<file path="src/rtl/ram_sdp.sv">
// Simple dual-port RAM: one write port with byte enables, one read port with 1- or 2-cycle latency.
// Define RAM_CLEAR_EN to build in the clear engine that zeroes the array after reset and on clr.
module ram_sdp #(
  parameter int DATA_W    = 8,
  parameter int ADDR_W    = 4,
  parameter int OUT_REG   = 0,
  parameter     INIT_FILE = ""
) (
  input  logic              clk,
  input  logic              rst_n,
  input  logic              w_en,
  input  logic [ADDR_W-1:0] w_addr,
  input  logic [DATA_W-1:0] w_data,
  input  logic [DATA_W/8-1:0] w_be,
  input  logic              r_en,
  input  logic [ADDR_W-1:0] r_addr,
  input  logic              clr,
  output logic [DATA_W-1:0] r_data,
  output logic              r_valid,
  output logic              busy
);

  localparam int NB    = DATA_W / 8;
  localparam int DEPTH = 2 ** ADDR_W;

  logic [DATA_W-1:0] mem [DEPTH];

  logic              busy_s;
  logic              w_acc_s;
  logic              r_acc_s;
  logic              clr_we_s;
  logic [ADDR_W-1:0] clr_addr_s;
  logic [DATA_W-1:0] rd_word_s;
  logic [DATA_W-1:0] r_data_q;
  logic              r_valid_q;

  function automatic logic [DATA_W-1:0] merge_bytes(input logic [DATA_W-1:0] old_w,
                                                    input logic [DATA_W-1:0] new_w,
                                                    input logic [NB-1:0]     be);
    logic [DATA_W-1:0] res;
    res = old_w;
    for (int b = 0; b < NB; b++) begin
      if (be[b]) begin
        res[8*b +: 8] = new_w[8*b +: 8];
      end else begin
        res[8*b +: 8] = old_w[8*b +: 8];
      end
    end
    return res;
  endfunction

`ifdef RAM_CLEAR_EN
  typedef enum logic {IDLE = 1'b0, CLEAR = 1'b1} state_t;

  state_t            state_q;
  logic [ADDR_W-1:0] cnt_q;

  // Clear engine: reset lands in CLEAR so the array is always zeroed after release.
  always_ff @(posedge clk or negedge rst_n) begin
    if (!rst_n) begin
      state_q <= CLEAR;
      cnt_q   <= '0;
    end else begin
      case (state_q)
        IDLE: begin
          if (clr) begin
            state_q <= CLEAR;
            cnt_q   <= '0;
          end
        end
        CLEAR: begin
          cnt_q <= cnt_q + ADDR_W'(1);
          if (&cnt_q) begin
            state_q <= IDLE;
          end
        end
        default: begin
          state_q <= IDLE;
          cnt_q   <= '0;
        end
      endcase
    end
  end

  assign busy_s     = (state_q == CLEAR);
  assign clr_we_s   = busy_s;
  assign clr_addr_s = cnt_q;
`else
  logic unused_clr_s;
  assign unused_clr_s = clr;
  assign busy_s       = 1'b0;
  assign clr_we_s     = 1'b0;
  assign clr_addr_s   = '0;
`endif

  assign w_acc_s = w_en & ~busy_s;
  assign r_acc_s = r_en & ~busy_s;

  // Array write port: clear engine and user writes are mutually exclusive via busy.
  always_ff @(posedge clk) begin
    if (clr_we_s) begin
      mem[clr_addr_s] <= '0;
    end else if (w_acc_s) begin
      for (int b = 0; b < NB; b++) begin
        if (w_be[b]) begin
          mem[w_addr][8*b +: 8] <= w_data[8*b +: 8];
        end
      end
    end
  end

  // Same-edge collision returns the write-merged word.
  always_comb begin
    rd_word_s = mem[r_addr];
    if (w_acc_s && (w_addr == r_addr)) begin
      rd_word_s = merge_bytes(mem[r_addr], w_data, w_be);
    end else begin
      rd_word_s = mem[r_addr];
    end
  end

  if (OUT_REG == 0) begin : g_lat1
    // Single read stage; data holds between reads.
    always_ff @(posedge clk or negedge rst_n) begin
      if (!rst_n) begin
        r_data_q  <= '0;
        r_valid_q <= 1'b0;
      end else begin
        r_valid_q <= r_acc_s;
        if (r_acc_s) begin
          r_data_q <= rd_word_s;
        end
      end
    end
  end else begin : g_lat2
    logic              p_valid_q;
    logic [DATA_W-1:0] p_data_q;

    // Two read stages; the output register only loads when its stage is valid.
    always_ff @(posedge clk or negedge rst_n) begin
      if (!rst_n) begin
        p_valid_q <= 1'b0;
        p_data_q  <= '0;
        r_data_q  <= '0;
        r_valid_q <= 1'b0;
      end else begin
        p_valid_q <= r_acc_s;
        if (r_acc_s) begin
          p_data_q <= rd_word_s;
        end
        r_valid_q <= p_valid_q;
        if (p_valid_q) begin
          r_data_q <= p_data_q;
        end
      end
    end
  end

  assign r_data  = r_data_q;
  assign r_valid = r_valid_q;
  assign busy    = busy_s;

endmodule

</file>
<file path="config.mk">
export PLATFORM = sky130hd
export DESIGN_NAME = ram_sdp
export DESIGN_NICKNAME = d
export VERILOG_FILES = /design/src/rtl/ram_sdp.sv
export SDC_FILE = /design/constraint.sdc
export NUM_CORES = 1
export LEC_CHECK = 0
export BUFFER_PORTS_ARGS = -buffer_cell sky130_fd_sc_hd__buf_2
export CAP_MARGIN = 10
export CELL_PAD_IN_SITES_DETAIL_PLACEMENT = 0
export CELL_PAD_IN_SITES_GLOBAL_PLACEMENT = 1
export CORE_MARGIN = 4
export CORE_UTILIZATION = 53
export DETAILED_ROUTE_END_ITERATION = 6
export GPL_TIMING_DRIVEN = 0
export PLACE_DENSITY_LB_ADDON = 0.1
export SLEW_MARGIN = 40
export SYNTH_ARGS = -nofsm -noshare
export SYNTH_HDL_FRONTEND = slang
export SYNTH_SLANG_ARGS = --single-unit
</file>
<file path="constraint.sdc">
create_clock -name clk -period 1.8 [get_ports clk]
set_input_delay 0.18 -clock clk [delete_from_list [all_inputs] [get_ports clk]]
set_output_delay 0.18 -clock clk [all_outputs]
set_load 0.01 [all_outputs]
</file>
==> impl_results.md <==
- Status: finished clean
- Max capacitance violation total: 0
- Clock buffer count from CTS: 17
- CTS tree: done
- Routed Antenna Nets: 0
- Flops & latches, synth: 137
- Layout cells sized above 1: 0.272
- Final setup fails: 0
- Drt via density: 6.00
- Worst Path Arrival: 2.09 ns
- Final min period: 1.68 ns
- CP peak stage delay: 0.55 ns
- Die height: 109 µm
- Vias: 2719
- Crit path max-delay family: multiplexers
- CP Class: reg -> reg
- I/O pins: 32
- Largest net degree at the start of global routing: 18
- Slew at the pin closest to its max-slew limit: 0.812 ns
- Post-synthesis instance total: 261
- Sequential power share: 0.485
- Most frequent cells in the layout: 128 x edfxtp_1, 25 x buf_2, 19 x mux4_2
- CP startpoint: mem[14][2]
- Syn. warnings: 0
- Worst hold path class: in -> async
- Nets: 329
- Final hold violations: 0
- DR WL/cell: 24.3 µm
- Cell area after synthesis: 0.00543 mm²
- Req. time, crit path: 2.21 ns
- Drt first pass iters: 5
- Filler instances: 710
- Dpl ws: -0.489 ns
- GR Util All Layers: 0.206
- First-pass GRT wire length: 16700 µm
- DRC: 0
- CP bufs+invs: 0
- Most common cell after layout, fill and taps aside: edfxtp_1
- Post-synthesis sequential area ratio: 0.750
- Gpl congestion: 0.733
- Fin crit share: 0.934
- Core area: 0.00986 mm²
- Combinational Power Share: 0.057
- Antenna Cells: 0
- Cell variety after synth: 28
- Die area: 0.0119 mm²
- Psw: 1.53 mW
- Unrepaired setup endpoints after global routing: false
- Slew Limit Fails: 0
- Worst Setup Slack, final: 0.119 ns
- Syn Area/Cell: 20.8 µm²
- Crit-path max FO: 1
- Clk_lat worst skew: 0.53 ns
- Slowest CP cell: mux4_1
- Syn nets: 283
- Initial Utilization: 0.550
- Die width: 109 µm
- Clock Path Buffers: 2
- Maximum vdd drop: 585 µV
- Final wirelength: 11000 µm
- Internal Power: 5.81 mW
- Port Buf Inserts: 25
- Sw frac: 0.209
- Number of global-route vias before repair: 2667
- Clock transition at path regs: 0.06 ns
- Slew margin rel.: 0.456
- Total gr overflow: 0
- Clock sinks: 137
- PD cells: 1160 mW/mm²
- Crit. End Element: register
- CP cell instances: mux4_1, a22oi_1, nand2_1, a221o_1
- Max Clock Skew: 0.00695 ns
- Htree depth: 4
- Hpwl dp: 7110 µm
- Area Growth Syn to Fin: 16.8%
- Pwr Total: 7.35 mW
- Iter 0 DRT Violations: 226
- Total Neg Setup Slack: 0 ns
- Worst R2R Start: mem[14][2]
- Site Rows: 36
- Final core utilization: 0.643
- Root buffer cell: clkbuf_8
- P_leak: 2.13 nW
- Startpoint Class: register
- Part of the power in the clock network: 0.458
- FMAX: 595 MHz
- Initial antenna violation count: 0
==> routing by layer <==
layer | global-route usage | up-vias | wire (µm)
li1 | - | 1185 | -
met1 | 0.296 | 1413 | 4950
met2 | 0.306 | 109 | 5320
met3 | 0.0604 | 12 | 638
met4 | 0.0695 | 0 | 119
met5 | 0 | - | 0
==> registers in the layout, summed over array words and instances (netlist names) <==
name and cells:
mem 128, r_data 8, r_valid 1
==> worst register-to-register path: cells and delay by family (launching register included) <==
| family | cells | cell delay, ns |
|---|---|---|
| flops | 1 | 0.38 |
| compound gates | 2 | 0.54 |
| simple gates | 1 | 0.08 |
| mux | 1 | 0.55 |
==> logic make-up after synthesis <==
family / Yosys count / synth area share
mux: 32 / 0.142
flops: 137 / 0.750
simple gates: 47 / 0.0431
other cells: 1 / 0.000691
buf+inv: 15 / 0.0196
xor+xnor: 4 / 0.00646
compound gates: 25 / 0.0385
==> Yosys cell counts <==
master / instances / area [µm²]
nor3_1: 4 / 20.0
conb_1: 1 / 3.75
a221o_1: 8 / 80.1
nand4b_1: 1 / 8.76
and2_1: 1 / 6.26
o31a_1: 1 / 8.76
nand2_1: 11 / 41.3
mux4_1: 13 / 342
nor2b_1: 10 / 62.6
xnor2_1: 3 / 26.3
nor4_2: 1 / 12.5
xor2_1: 1 / 8.76
buf_12: 1 / 20.0
nand2b_1: 2 / 12.5
inv_1: 1 / 3.75
nand4_1: 1 / 6.26
buf_1: 2 / 7.51
nor2_1: 14 / 52.6
mux4_2: 19 / 428
buf_4: 1 / 7.51
buf_6: 1 / 11.3
nand3_1: 1 / 5.00
edfxtp_1: 128 / 3840
clkbuf_1: 7 / 26.3
buf_8: 2 / 30.0
or3_1: 1 / 6.26
a22oi_1: 16 / 120
dfrtp_1: 9 / 225
==> metrics by stage <==
stage / area, µm² / std cells / hold slack (ns)
final: 6340 / 453 / 0.0422
after global routing: 6340 / 453 / 0.0443
after CTS: 6330 / 453 / 0.0200
after detailed placement: 5740 / 419 / 0.0341
after global placement: 5720 / 419 / 0.0384
after floorplan: 5430 / 261 / -0.116
==> timing repair <==
action / CTS / global route
gates resized for setup: 0 / 4
endpoints found under the hold margin: 10 / 0
buffers inserted: 0 / 0
hold buffers: 2 / 0
endpoints found under the setup margin: 0 / 4
==> area by class of cell <==
type / count / area (µm²) / share of cell area
plain buffers: 14 / 105 / 0.0166
inverters: 1 / 3.75 / 0.000592
multi-input cells: 109 / 1270 / 0.201
clock inverters: 13 / 154 / 0.0243
clock buffers: 19 / 422 / 0.0665
well taps: 133 / 166 / 0.0263
repair buffers: 27 / 145 / 0.0229
flip-flops and latches: 137 / 4070 / 0.642
==> worst paths after layout <==
kind                              to  slack, ns  cells past startpoint
max in group asynchronous  r_data[1]       1.58                      2
setup / recovery           r_data[2]       0.12                      4
min in group clk           mem[2][5]       0.07                      1
hold reg to reg            r_data[3]       0.64                      2
hold / removal               r_valid       0.04                      2
setup reg to reg           r_data[2]       0.12                      4
==> power groups by stage <==
stage / clock network, mW / logic [mW] / registers [mW]
2_1_floorplan: 0 / 0.224 / 3.64
3_3_place_gp: 0 / 0.405 / 3.63
3_5_place_dp: 0 / 0.413 / 3.63
4_1_cts: 3.39 / 0.418 / 3.57
5_1_grt: 3.56 / 0.449 / 3.57
6_report: 3.37 / 0.416 / 3.57
(Power assumes the default switching activity.)
